--- src/rtl/etpu_wb_host_seq_pkg.sv ---
// Shared eTPU host-sequencer definitions: slave address, per-job word counts, FSM encoding.
// Slave and initiator import these so both sides agree on counts and address.
package etpu_wb_host_seq_pkg;

   localparam logic [31:0] ETPU_BASE_ADDRESS    = 32'h3000_0000;
   localparam int          ETPU_N_WEIGHT        = 3;
   localparam int          ETPU_N_INPUT         = 6;
   localparam int          ETPU_N_RESULT        = 10;
   localparam int          ETPU_TIMEOUT_CYCLES  = 255;

   typedef enum logic [2:0] {
      ST_IDLE  = 3'd0,
      ST_FETCH = 3'd1,
      ST_WRITE = 3'd2,
      ST_GAP   = 3'd3,
      ST_READ  = 3'd4,
      ST_DONE  = 3'd5,
      ST_ERR   = 3'd6
   } state_t;

endpackage

--- src/rtl/etpu_wb_host_seq.sv ---
// Wishbone initiator driving the eTPU slave port: weight writes, activation writes, result reads.
// Optional ack timeout with sticky err_o when ETPU_WBM_TIMEOUT_EN is defined.
module etpu_wb_host_seq
   import etpu_wb_host_seq_pkg::*;
#(
   parameter logic [31:0] BASE_ADDRESS   = ETPU_BASE_ADDRESS,
   parameter int          N_WEIGHT       = ETPU_N_WEIGHT,
   parameter int          N_INPUT        = ETPU_N_INPUT,
   parameter int          N_RESULT       = ETPU_N_RESULT
`ifdef ETPU_WBM_TIMEOUT_EN
   ,
   parameter int          TIMEOUT_CYCLES = ETPU_TIMEOUT_CYCLES
`endif
) (
   input  logic        caravel_wb_clk_i,
   input  logic        caravel_wb_rst_i,
   input  logic        start_i,
   input  logic [31:0] wr_data_i,
   input  logic        wr_valid_i,
   output logic        wr_ready_o,
   output logic [31:0] rd_data_o,
   output logic        rd_valid_o,
   output logic        busy_o,
   output logic        done_o,
   output logic        err_o,
   output logic        wbm_cyc_o,
   output logic        wbm_stb_o,
   output logic        wbm_we_o,
   output logic [3:0]  wbm_sel_o,
   output logic [31:0] wbm_adr_o,
   output logic [31:0] wbm_dat_o,
   input  logic        wbm_ack_i,
   input  logic [31:0] wbm_dat_i
);

   localparam int N_WR = N_WEIGHT + N_INPUT;
   localparam int WW   = $clog2(N_WR + 1);
   localparam int RW   = $clog2(N_RESULT + 1);
   localparam logic [WW-1:0] WR_LAST = WW'(N_WR);
   localparam logic [RW-1:0] RD_LAST = RW'(N_RESULT);

   state_t          state;
   logic [WW-1:0]   wr_cnt;
   logic [RW-1:0]   rd_cnt;
   logic            tmo_hit;

   assign wr_ready_o = (state == ST_FETCH);

`ifdef ETPU_WBM_TIMEOUT_EN
   localparam int TW = $clog2(TIMEOUT_CYCLES + 1);
   logic [TW-1:0] tmo_cnt;

   // tmo_cnt holds (stb cycles so far - 1); the hit fires on the last allowed stb cycle
   assign tmo_hit = (tmo_cnt == TW'(TIMEOUT_CYCLES - 1));

   always_ff @(posedge caravel_wb_clk_i or posedge caravel_wb_rst_i) begin
      if (caravel_wb_rst_i) begin
         tmo_cnt <= '0;
         err_o   <= 1'b0;
      end else begin
         tmo_cnt <= wbm_stb_o ? tmo_cnt + 1'b1 : '0;
         if (wbm_stb_o && !wbm_ack_i && tmo_hit)
            err_o <= 1'b1;
      end
   end
`else
   assign tmo_hit = 1'b0;
   assign err_o   = 1'b0;
`endif

   always_ff @(posedge caravel_wb_clk_i or posedge caravel_wb_rst_i) begin
      if (caravel_wb_rst_i) begin
         state      <= ST_IDLE;
         wr_cnt     <= '0;
         rd_cnt     <= '0;
         rd_data_o  <= '0;
         rd_valid_o <= 1'b0;
         busy_o     <= 1'b0;
         done_o     <= 1'b0;
         wbm_cyc_o  <= 1'b0;
         wbm_stb_o  <= 1'b0;
         wbm_we_o   <= 1'b0;
         wbm_sel_o  <= '0;
         wbm_adr_o  <= '0;
         wbm_dat_o  <= '0;
      end else begin
         done_o     <= 1'b0;
         rd_valid_o <= 1'b0;
         case (state)
            ST_IDLE: begin
               if (start_i) begin
                  wr_cnt <= '0;
                  rd_cnt <= '0;
                  busy_o <= 1'b1;
                  state  <= ST_FETCH;
               end
            end
            ST_FETCH: begin
               if (wr_valid_i) begin
                  wbm_dat_o <= wr_data_i;
                  wbm_cyc_o <= 1'b1;
                  wbm_stb_o <= 1'b1;
                  wbm_we_o  <= 1'b1;
                  wbm_sel_o <= 4'hF;
                  wbm_adr_o <= BASE_ADDRESS;
                  state     <= ST_WRITE;
               end
            end
            ST_WRITE, ST_READ: begin
               if (wbm_ack_i) begin
                  wbm_cyc_o <= 1'b0;
                  wbm_stb_o <= 1'b0;
                  wbm_we_o  <= 1'b0;
                  wbm_sel_o <= '0;
                  if (state == ST_WRITE) begin
                     wr_cnt <= wr_cnt + 1'b1;
                  end else begin
                     rd_data_o  <= wbm_dat_i;
                     rd_valid_o <= 1'b1;
                     rd_cnt     <= rd_cnt + 1'b1;
                  end
                  state <= ST_GAP;
               end else if (tmo_hit) begin
                  wbm_cyc_o <= 1'b0;
                  wbm_stb_o <= 1'b0;
                  wbm_we_o  <= 1'b0;
                  wbm_sel_o <= '0;
                  busy_o    <= 1'b0;
                  state     <= ST_ERR;
               end
            end
            // The slave's registered ack echoes here once; it is deliberately not looked at.
            ST_GAP: begin
               if (wr_cnt < WR_LAST) begin
                  state <= ST_FETCH;
               end else if (rd_cnt < RD_LAST) begin
                  wbm_cyc_o <= 1'b1;
                  wbm_stb_o <= 1'b1;
                  wbm_we_o  <= 1'b0;
                  wbm_sel_o <= 4'hF;
                  wbm_adr_o <= BASE_ADDRESS;
                  state     <= ST_READ;
               end else begin
                  done_o <= 1'b1;
                  busy_o <= 1'b0;
                  state  <= ST_DONE;
               end
            end
            ST_DONE: state <= ST_IDLE;
            ST_ERR:  state <= ST_ERR;
            default: state <= ST_IDLE;
         endcase
      end
   end

endmodule

--- config.mk ---
export PLATFORM = sky130hd
export DESIGN_NAME = etpu_wb_host_seq
export DESIGN_NICKNAME = d
export VERILOG_FILES = /design/src/rtl/etpu_wb_host_seq_pkg.sv /design/src/rtl/etpu_wb_host_seq.sv
export SDC_FILE = /design/constraint.sdc
export NUM_CORES = 1
export LEC_CHECK = 0
export BUFFER_PORTS_ARGS = -buffer_cell sky130_fd_sc_hd__buf_2
export CORE_MARGIN = 3
export CORE_UTILIZATION = 35
export CTS_CLUSTER_DIAMETER = 50
export DETAILED_ROUTE_END_ITERATION = 7
export HOLD_SLACK_MARGIN = 0.02
export PLACE_DENSITY = 0.64
export SYNTH_ARGS = -nofsm -noshare
export SYNTH_HDL_FRONTEND = slang
export SYNTH_SLANG_ARGS = --single-unit
--- constraint.sdc ---
create_clock -name caravel_wb_clk_i -period 2.5 [get_ports caravel_wb_clk_i]
set_clock_uncertainty 0.05 [all_clocks]
set_input_delay 0.25 -clock caravel_wb_clk_i [delete_from_list [all_inputs] [get_ports caravel_wb_clk_i]]
set_output_delay 0.25 -clock caravel_wb_clk_i [all_outputs]
set_load 0.01 [all_outputs]
==> reports/qor.yml <==
synth-async-reset-ratio_pct: 100
final_nets: 480
synth_ff_type: "dfrtp_1"
hold_path.class: "input port to flip-flop"
viasPerCell: 4.40
r2r_cells: 3
start_util_pct: 36.1
track_usage_pct: 12.3
antenna_found_initial: 0
ys_seq_area_share_pct: 54.2
ios: 177
path_clk_slew_ns: 0.09
period_share_pct: 77.3
ant_nets: 0
post-route-drc-count: 0
yosys.area.top_type: "dfrtp_1"
fmax_mhz: 517
cts_setup_buffers: 0
hpwlAfterDp_um: 5660
period_needed_ns: 1.93
power_mw: 4.61
min_from: "wr_data_i[8]"
synth_xor_area_share_pct: 0
port_buffers: 145
layout_setup_ws_ns: 0.567
cts_tree: "yes"
rsz0062_at_grt: "no"
p_leak_nw: 2.41
drt-initial-drc-count: 76
crit_type: "flip-flop to flip-flop"
pre_cts_ws_ns: 0.564
yosys.area_share.simple_pct: 6.02
synth_area_sq_um: 3740
synth_cells: 266
wire_per_inst_um: 13.7
holdPathEnd: "wbm_dat_o[8]"
ir_drop_mv: 0.355
cp-start-kind: "flip-flop"
core_sq_um: 10400
r2r-end: "rd_data_o[12]"
synth_common_cells: "dfrtp_1, buf_4, mux2_1"
dieHeight_um: 109
dr.pass1.iters: 4
wl_um: 7520
diodes: 0
synthAdderAreaFrac_pct: 1.00
grt_max_degree: 46
crit_arrival_ns: 2.11
synth_seq_cells: 81
critPathCaptureType: "flip-flop"
die_area_sq_um: 12000
clock_path_buffers: 2
synth_cell_types: 40
num_vias: 2411
clkLatencyLatePin_ns: 0.34
syn2layout_area_growth_pct: 25.9
min_path_cells: 2
power.density_nw_per_um2: 978
synth_top_family_by_area: "multiplexers"
cap_violations: 0
synth.area.top_cells: "dfrtp_1, mux2_1, mux2_4"
grt_pass1_vias: 2333
synth_most_common_cell: "dfrtp_1"
die_w_um: 109
fin_setup_tns_ns: 0
cp_max_fo: 29
grt_pass1_wl_um: 11400
r2r-start: "state[2]"
avgSynthCellArea_sq_um: 14.1
setup_viol: 0
finalCoreUtilization_pct: 45.4
synth_edf_count: 0
synth-compound-area-share_pct: 3.64
clock_sinks: 81
cts-htree-levels: 3
drive_above_1_share_pct: 48.1
relSlewSlack_pct: 56.5
worstMarginPinSlew_ns: 0.651
cts_buffers: 9
slew_viol_final: 0
reg2reg_slack_ns: 0.57
cp_data_required_time_ns: 2.67
status: "finished, final reports clean"
gp_congestion: 0.718
synth_top_cell_area_share_pct: 54.2
synthMuxAreaShare_pct: 23.7
root_buffer: "clkbuf_8"
synth-warning-count: 0
rows: 37
grt_overflow_total: 0
finalHoldViolCount: 0
[worst max-delay path by stage]
stage	from	to	slack, ns	cells after the start
finish	state[2]	rd_data_o[12]	0.57	3
global route	state[2]	rd_data_o[12]	0.46	3
detailed placement	state[2]	rd_data_o[12]	0.56	3
floorplan	caravel_wb_rst_i	busy_o	0.12	1
CTS	state[2]	rd_data_o[12]	0.56	3
global placement	state[2]	rd_data_o[13]	0.63	3
[worst max-delay path, cell delays in order, from the launching register on]
cell	delay, ns
dfrtp_1	0.62
and4bb_2	0.50
buf_12	0.27
mux2_1	0.36
[sequential cells by signal (all words and copies together) (netlist names)]
name / cells
done_o: 1
busy_o: 1
rd_valid_o: 1
rd_cnt: 4
wbm_adr_o: 1
state: 3
wbm_dat_o: 32
wbm_we_o: 1
wbm_sel_o: 1
wr_cnt: 4
rd_data_o: 32
[area by class of cell]
type                       instances  area (sq um)
multi-input combinational        157          1420
timing repair buffer             151           798
inverter                           8          31.3
clock buffer                      10           138
clock inverter                     5           128
fill                             944          5660
tap                              136           170
sequential                        81          2030
[power by group]
group | internal (mW) | total [mW] | switching, mW
clock network | 0.786 | 1.24 | 0.455
registers | 1.70 | 1.90 | 0.202
logic | 0.717 | 1.47 | 0.754
total | 3.20 | 4.61 | 1.41
[what timing repair did]
action                    CTS  global route
hold endpoints to repair   36             0
resized for setup           0             0
hold buffers                1             0
[kinds of logic (layout without fill, tap and decap cells)]
logic type / count (synthesis) / in the layout
flip-flops: 81 / 81
buffers and inverters: 58 / 174
AO/OA/AOI/OAI: 18 / 18
other: 1 / 31
adder cells (fa/ha/maj): 3 / 3
AND/OR/NAND/NOR: 34 / 34
multiplexers: 71 / 71
[layout by cell type (no fill, tap or decap), types with 4 or more instances in the layout]
cell type	instances
mux2i_1	7
conb_1	31
nand2b_1	6
buf_2	145
nor2b_1	4
nand2_1	7
clkbuf_8	10
mux2_4	26
dfrtp_1	81
bufinv_16	4
mux2_1	38
inv_1	6
[routing by layer]
layer  track usage [%]  vias to the layer above  part of all wire, %
met5                 0                        -                    0
li1                  -                     1136                    -
met3              2.88                        7                  7.5
met4              5.61                        0                  1.1
met1              14.7                     1175                   41
met2              21.1                       93                   50
[metrics by stage]
stage | instance area (sq um) | hold slack [ns] | instances
2_1_floorplan | 3850 | 0.335 | 296
3_3_place_gp | 4440 | 0.299 | 532
3_5_place_dp | 4440 | 0.309 | 532
4_1_cts | 4710 | 0.0515 | 548
5_1_grt | 4710 | 0.0511 | 548
6_report | 4710 | 0.0701 | 548
No activity file was read; power rests on OpenSTA's default activity.
